### src/rtl/dff_pipe.sv
// dff_pipe: elastic register pipeline of DEPTH stages, SZE bits each, valid/ready handshake.
// Latency: DEPTH edges from capture to out_valid (empty pipe, out_ready=1); one word/cycle throughput.
// Backpressure: combinational ready chain, so a stage accepts whenever it or any stage downstream
//   can move; a full pipe with out_ready=0 deasserts in_ready and every stage holds.
//
// Ports:
//   clk, rst        rising-edge clock, asynchronous active-high reset
//   flush           synchronous clear of all valid bits (data registers keep their contents)
//   in_valid/in_ready/data    upstream handshake and word
//   out_valid/out_ready/q     downstream handshake; q is the last stage's data register
//   qnot            ~q
//   occ             occupancy; a live counter only when DFF_PIPE_OCC_EN is defined, else 0
//
// Optional feature macro: DFF_PIPE_OCC_EN (occupancy counter on occ).

module dff_pipe #(
  parameter int             SZE     = 4,
  parameter int             DEPTH   = 3,
  parameter logic [SZE-1:0] RST_VAL = {SZE{1'b1}}
) (
  input  logic                       clk,
  input  logic                       rst,
  input  logic                       flush,
  input  logic                       in_valid,
  output logic                       in_ready,
  input  logic [SZE-1:0]             data,
  output logic                       out_valid,
  input  logic                       out_ready,
  output logic [SZE-1:0]             q,
  output logic [SZE-1:0]             qnot,
  output logic [$clog2(DEPTH+1)-1:0] occ
);

  logic [DEPTH-1:0] vld;
  logic [DEPTH-1:0] rdy;
  logic [SZE-1:0]   dat [DEPTH];
  logic             chain;
  logic             in_fire;

  // Stage i is ready if it is empty or everything downstream of it can move.
  // Built as a running OR from the output side so no bit of rdy feeds another.
  always_comb begin
    rdy   = '0;
    chain = out_ready;
    for (int i = DEPTH - 1; i >= 0; i--) begin
      chain  = chain | ~vld[i];
      rdy[i] = chain;
    end
  end

  // flush blocks both handshakes for its cycle, so nothing is accepted or emitted.
  assign in_ready  = rdy[0] & ~flush;
  assign in_fire   = in_valid & in_ready;
  assign out_valid = vld[DEPTH-1] & ~flush;
  assign q         = dat[DEPTH-1];
  assign qnot      = ~q;

  // Data registers only load on a valid word, so q keeps the last delivered word
  // (or RST_VAL) while the pipe is empty or flushed.
  always_ff @(posedge clk or posedge rst) begin
    if (rst) begin
      vld <= '0;
      for (int i = 0; i < DEPTH; i++) begin
        dat[i] <= RST_VAL;
      end
    end else if (flush) begin
      vld <= '0;
    end else begin
      if (rdy[0]) begin
        vld[0] <= in_fire;
        if (in_fire) begin
          dat[0] <= data;
        end
      end
      for (int i = 1; i < DEPTH; i++) begin
        if (rdy[i]) begin
          vld[i] <= vld[i-1];
          if (vld[i-1]) begin
            dat[i] <= dat[i-1];
          end
        end
      end
    end
  end

`ifdef DFF_PIPE_OCC_EN
  localparam int OCW = $clog2(DEPTH + 1);

  logic           out_fire;
  logic [OCW-1:0] occ_r;

  assign out_fire = out_valid & out_ready;

  // Tracks popcount(vld): accept and emit in the same cycle cancel out.
  always_ff @(posedge clk or posedge rst) begin
    if (rst) begin
      occ_r <= '0;
    end else if (flush) begin
      occ_r <= '0;
    end else begin
      occ_r <= occ_r + OCW'(in_fire) - OCW'(out_fire);
    end
  end

  assign occ = occ_r;
`else
  assign occ = '0;
`endif

endmodule

### config.mk
export PLATFORM = sky130hd
export DESIGN_NAME = dff_pipe
export DESIGN_NICKNAME = d
export VERILOG_FILES = /design/src/rtl/dff_pipe.sv
export SDC_FILE = /design/constraint.sdc
export NUM_CORES = 1
export LEC_CHECK = 0
export BUFFER_PORTS_ARGS = -buffer_cell sky130_fd_sc_hd__buf_2
export CORE_ASPECT_RATIO = 1.2
export CORE_MARGIN = 2
export CORE_UTILIZATION = 35
export CTS_CLUSTER_SIZE = 8
export DETAILED_ROUTE_END_ITERATION = 6
export PLACE_DENSITY = 0.64
export SLEW_MARGIN = 15
export SYNTH_ARGS = -nofsm -noshare
export SYNTH_HDL_FRONTEND = slang
export SYNTH_SLANG_ARGS = --single-unit
### constraint.sdc
create_clock -name clk -period 1.39 [get_ports clk]
set_input_delay 0.139 -clock clk [delete_from_list [all_inputs] [get_ports clk]]
set_output_delay 0.139 -clock clk [all_outputs]
set_load 0.01 [all_outputs]
## Yosys cells after proc, flatten, opt, wreduce, memory -nomap -nowiden

Cells that the tools add are included.

| operators by class | value |
|---|---|
| multiplexer cells | 4 |
| bitwise logic cells | 11 |
| reduce and logical (&&, ||, !) cells | 6 |

Operators with widths:

| kind | number |
|---|---|
| 3-bit AND reduction | 3 |
| 2-bit nonzero test | 3 |
| 1-bit inverter | 4 |
| 4-bit inverter | 1 |
| 1-bit bitwise AND | 3 |
| 1-bit 2-to-1 mux | 3 |
| 3-bit 2-to-1 mux | 1 |
| 1-bit bitwise OR | 3 |

| word-level totals | value |
|---|---|
| register bits after elaboration | 15 |
| bits of input ports | 9 |
| output and inout port bits | 12 |
| logic and storage cells | 27 |

## Logic depth before layout (Yosys ltp)

| logic depth | value |
|---|---|
| depth after elaboration | 8 |
| gate-level depth with buffers | 4 |

## Worst setup path before layout

Ideal clock, no wire load.

| timing | value |
|---|---|
| kind | flip-flop to flip-flop |
| from | register vld[2] |
| to | register dat[10] in the netlist's numbering |
| setup time | 0.082 ns |
| arrival | 1.309 ns |
| required time | 1.308 ns |
| setup slack | -0.001 ns |
| stages on the path, launching flop included | 5 |
| buffers on the path | 1 |
| cells stage by stage | dfrtp_1 nor2b_4 buf_6 a311o_4 mux2_4 |

| between the ends | value |
|---|---|
| word-level cells in the longest chain between the ends | 7 |

Ends and longest elaborated chain:

| what | line | source |
|---|---|---|
| start, declared | 34 | `logic [DEPTH-1:0] vld;` |
| start signal, assigned by index | 77 | `vld[i] <= vld[i-1];` |
| 1-bit inverter (*) | 46 | `chain = chain \| ~vld[i];` |
| 1-bit bitwise OR (*) (3 in a row) | 46 |  |
| 1-bit bitwise AND | 52 | `assign in_ready = rdy[0] & ~flush;` |
| 1-bit bitwise AND | 53 | `assign in_fire = in_valid & in_ready;` |
| 3-bit AND reduction (no source line) (*) | -- |  |
| end signal, assigned by index | 79 | `dat[i] <= dat[i-1];` |
| end, declared | 36 | `logic [SZE-1:0] dat [DEPTH];` |

Every way passes the cells marked *; elsewhere a longest branch is shown, timed or not.
A chain may end at the register's enable or synchronous reset.

## Worst setup path after layout

| timing | value |
|---|---|
| from | register vld[2] |
| to | register dat (netlist bit q[2]) |

| between the ends | value |
|---|---|
| word-level cells in the longest chain between the ends | 3 |

Ends and longest elaborated chain:

| what | line |
|---|---|
| 1-bit inverter | 46 |
| 1-bit bitwise OR | 46 |
| 3-bit AND reduction (no source line) | -- |

Every way passes these cells.

==> flow_summary.json <==
{
  "die_width_microns": 45.5,
  "synthTopCellsByArea": "dfstp_2, mux2_2, dfrtp_1",
  "relSlewSlack_pct": 63.4,
  "yosys_warnings": 0,
  "hpwl_microns": 769,
  "grt_pass1_vias": 380,
  "place_congestion": 0.659,
  "area_delta_synth_final_pct": 13.1,
  "post-synth-top-area-fraction_pct": 43.5,
  "swShare_pct": 27.0,
  "fin_util_pct": 40.9,
  "critPathLaunchType": "flip-flop",
  "post-place-ws_ns": 0.0650,
  "worstMarginPinSlew_ns": 0.549,
  "diodes": 0,
  "final_cell_mix": "buf_2, dfstp_2, mux2_2",
  "wirelength_microns": 1000,
  "wl_per_cell_microns": 11.0,
  "clkPwrFrac_pct": 19.4,
  "cts_sinks": 15,
  "power_leakage_nw": 0.398,
  "final_common_cell": "buf_2",
  "powerDensity_nw_per_um2": 1500,
  "ys_ff_latch": 15,
  "cts_tree": "yes",
  "start_util_pct": 36.1,
  "vdd_ir_drop_max_mv": 0.540,
  "rows": 18,
  "max_freq_mhz": 765,
  "cts_max_level": 1,
  "die_area_sq_um": 2450,
  "power.internal_mw": 0.900,
  "io_buffers": 18,
  "grt_first_pass_wirelength_microns": 1590,
  "drive_gt1_share_pct": 67.6,
  "grt_max_degree": 16,
  "hold_class": "in2reg",
  "cts_setup_buffers": 0,
  "synth.cell_area_sq_um": 724,
  "period_share_pct": 94.1,
  "synth_enable_flop_cells": 0,
  "synth.avg_cell_area_sq_um": 13.2,
  "drc": 0,
  "gr-total-overflow": 0,
  "async_flop_share_pct": 100,
  "fillCellCount": 191,
  "p_comb_share_pct": 26.3,
  "clk_path_buf_depth": 2,
  "crit_type": "reg2reg",
  "clk_latency_ns": 0.27,
  "synth_ff_type": "dfstp_2",
  "hold_viol_final": 0,
  "slew_viol_final": 0,
  "path_clk_slew_ns": 0.09,
  "yosysTopAreaCell": "dfstp_2",
  "timing.max_cap.violations": 0,
  "cts_buffers": 3,
  "grtUsageTotal_pct": 9.27,
  "cts-root-buf": "clkbuf_4",
  "die_h_microns": 53.8,
  "final.setup.tns_ns": 0,
  "final-setup-viol-count": 0,
  "yosysUniqueCellTypes": 17,
  "antenna_found_initial": 0,
  "endpoint_kind": "flip-flop",
  "outcome": "finished clean",
  "ctsResizeCount": 0,
  "firstDrtPassIters": 4,
  "ant_nets": 0,
  "cp_max_fo": 7,
  "finalPower_mw": 1.23,
  "via_per_inst": 4.49,
  "vias": 409,
  "p_sw_mw": 0.332,
  "io_pins": 21,
  "rsz0062_at_grt": "false",
  "period_needed_ns": 1.31,
  "syn_inst": 55,
  "drt-initial-drc-count": 1,
  "final_net_count": 81,
  "cp.arrival_ns": 1.51,
  "skew_ns": 0.00441,
  "power_frac_seq_pct": 54.4,
  "yosysSeqAreaShare_pct": 53.9,
  "coreArea_sq_um": 2000,
  "worst_slack_ns": 0.0826,
  "worstPathRequired_ns": 1.59
}
==> metrics by stage <==
stage,instances,cell area (sq um),hold WS (ns)
floorplan,56,728,0.0319
global placement,86,783,0.206
detailed placement,86,783,0.205
CTS,91,820,0.0842
global route,91,820,0.0772
finish,91,820,0.0902
==> metal layers <==
| layer | part of all wire, % | up-vias | GRT usage, % |
|---|---|---|---|
| met1 | 48 | 191 | 12.2 |
| li1 | - | 207 | - |
| met2 | 49 | 11 | 13.6 |
| met5 | 0 | - | 0 |
| met3 | 3.5 | 0 | 1.01 |
| met4 | 0 | 0 | 7.35 |
==> power groups by stage <==
stage          logic [mW]  registers (mW)  clock network (mW)
3_5_place_dp        0.326           0.682                   0
2_1_floorplan       0.284           0.662                   0
5_1_grt             0.362           0.689               0.270
4_1_cts             0.329           0.674               0.248
3_3_place_gp        0.321           0.673                   0
6_report            0.323           0.670               0.239
==> registers in the layout, summed over array words and instances, names as in the netlist <==
signal	flops
q	4
vld	3
dat	8
==> repair_timing <==
item	CTS	global route
endpoints found under the setup margin	0	0
hold buffers	1	0
hold endpoints to repair	3	0
==> final cells by class <==
class                      instances  area (sq um)  area share [%]
timing repair buffer              19           100            12.2
clock buffer                       4          26.3            3.21
tap                               20          25.0            3.05
sequential                        15           390            47.6
multi-input combinational         26           251            30.7
inverter                           7          26.3            3.21
==> worst paths after layout <==
path	slack (ns)	cells past startpoint	to	startpoint
max in group asynchronous	0.57	3	q[2]	rst
setup reg to reg	0.08	3	q[2]	vld[2]
hold reg to reg	0.60	2	vld[1]	vld[0]
min in group asynchronous	0.45	3	vld[2]	rst
hold / removal	0.09	2	dat[11]	data[3]
setup / recovery	0.08	3	q[2]	vld[2]
==> synthesized netlist by cell type (all sizes together) (2+ instances only) <==
cell,number
a31oi,2
buf,7
dfrtp,3
dfstp,12
inv,7
mux2,12
nor2,4
nor2b,2
==> worst max-delay path: stages, from the launching register on <==
cell and delay (ns):
dfrtp_1 0.39, nor2b_4 0.15, nor3b_2 0.32, mux2_2 0.38
==> cell families after synthesis <==
family / after synthesis / synth area share (%)
AND/OR/NAND/NOR: 7 / 6.56
buffers and inverters: 15 / 11.9
multiplexers: 12 / 20.7
AO/OA/AOI/OAI: 5 / 6.39
flip-flops: 15 / 53.9
other: 1 / 0.518
No activity file was read; power rests on OpenSTA's default activity.
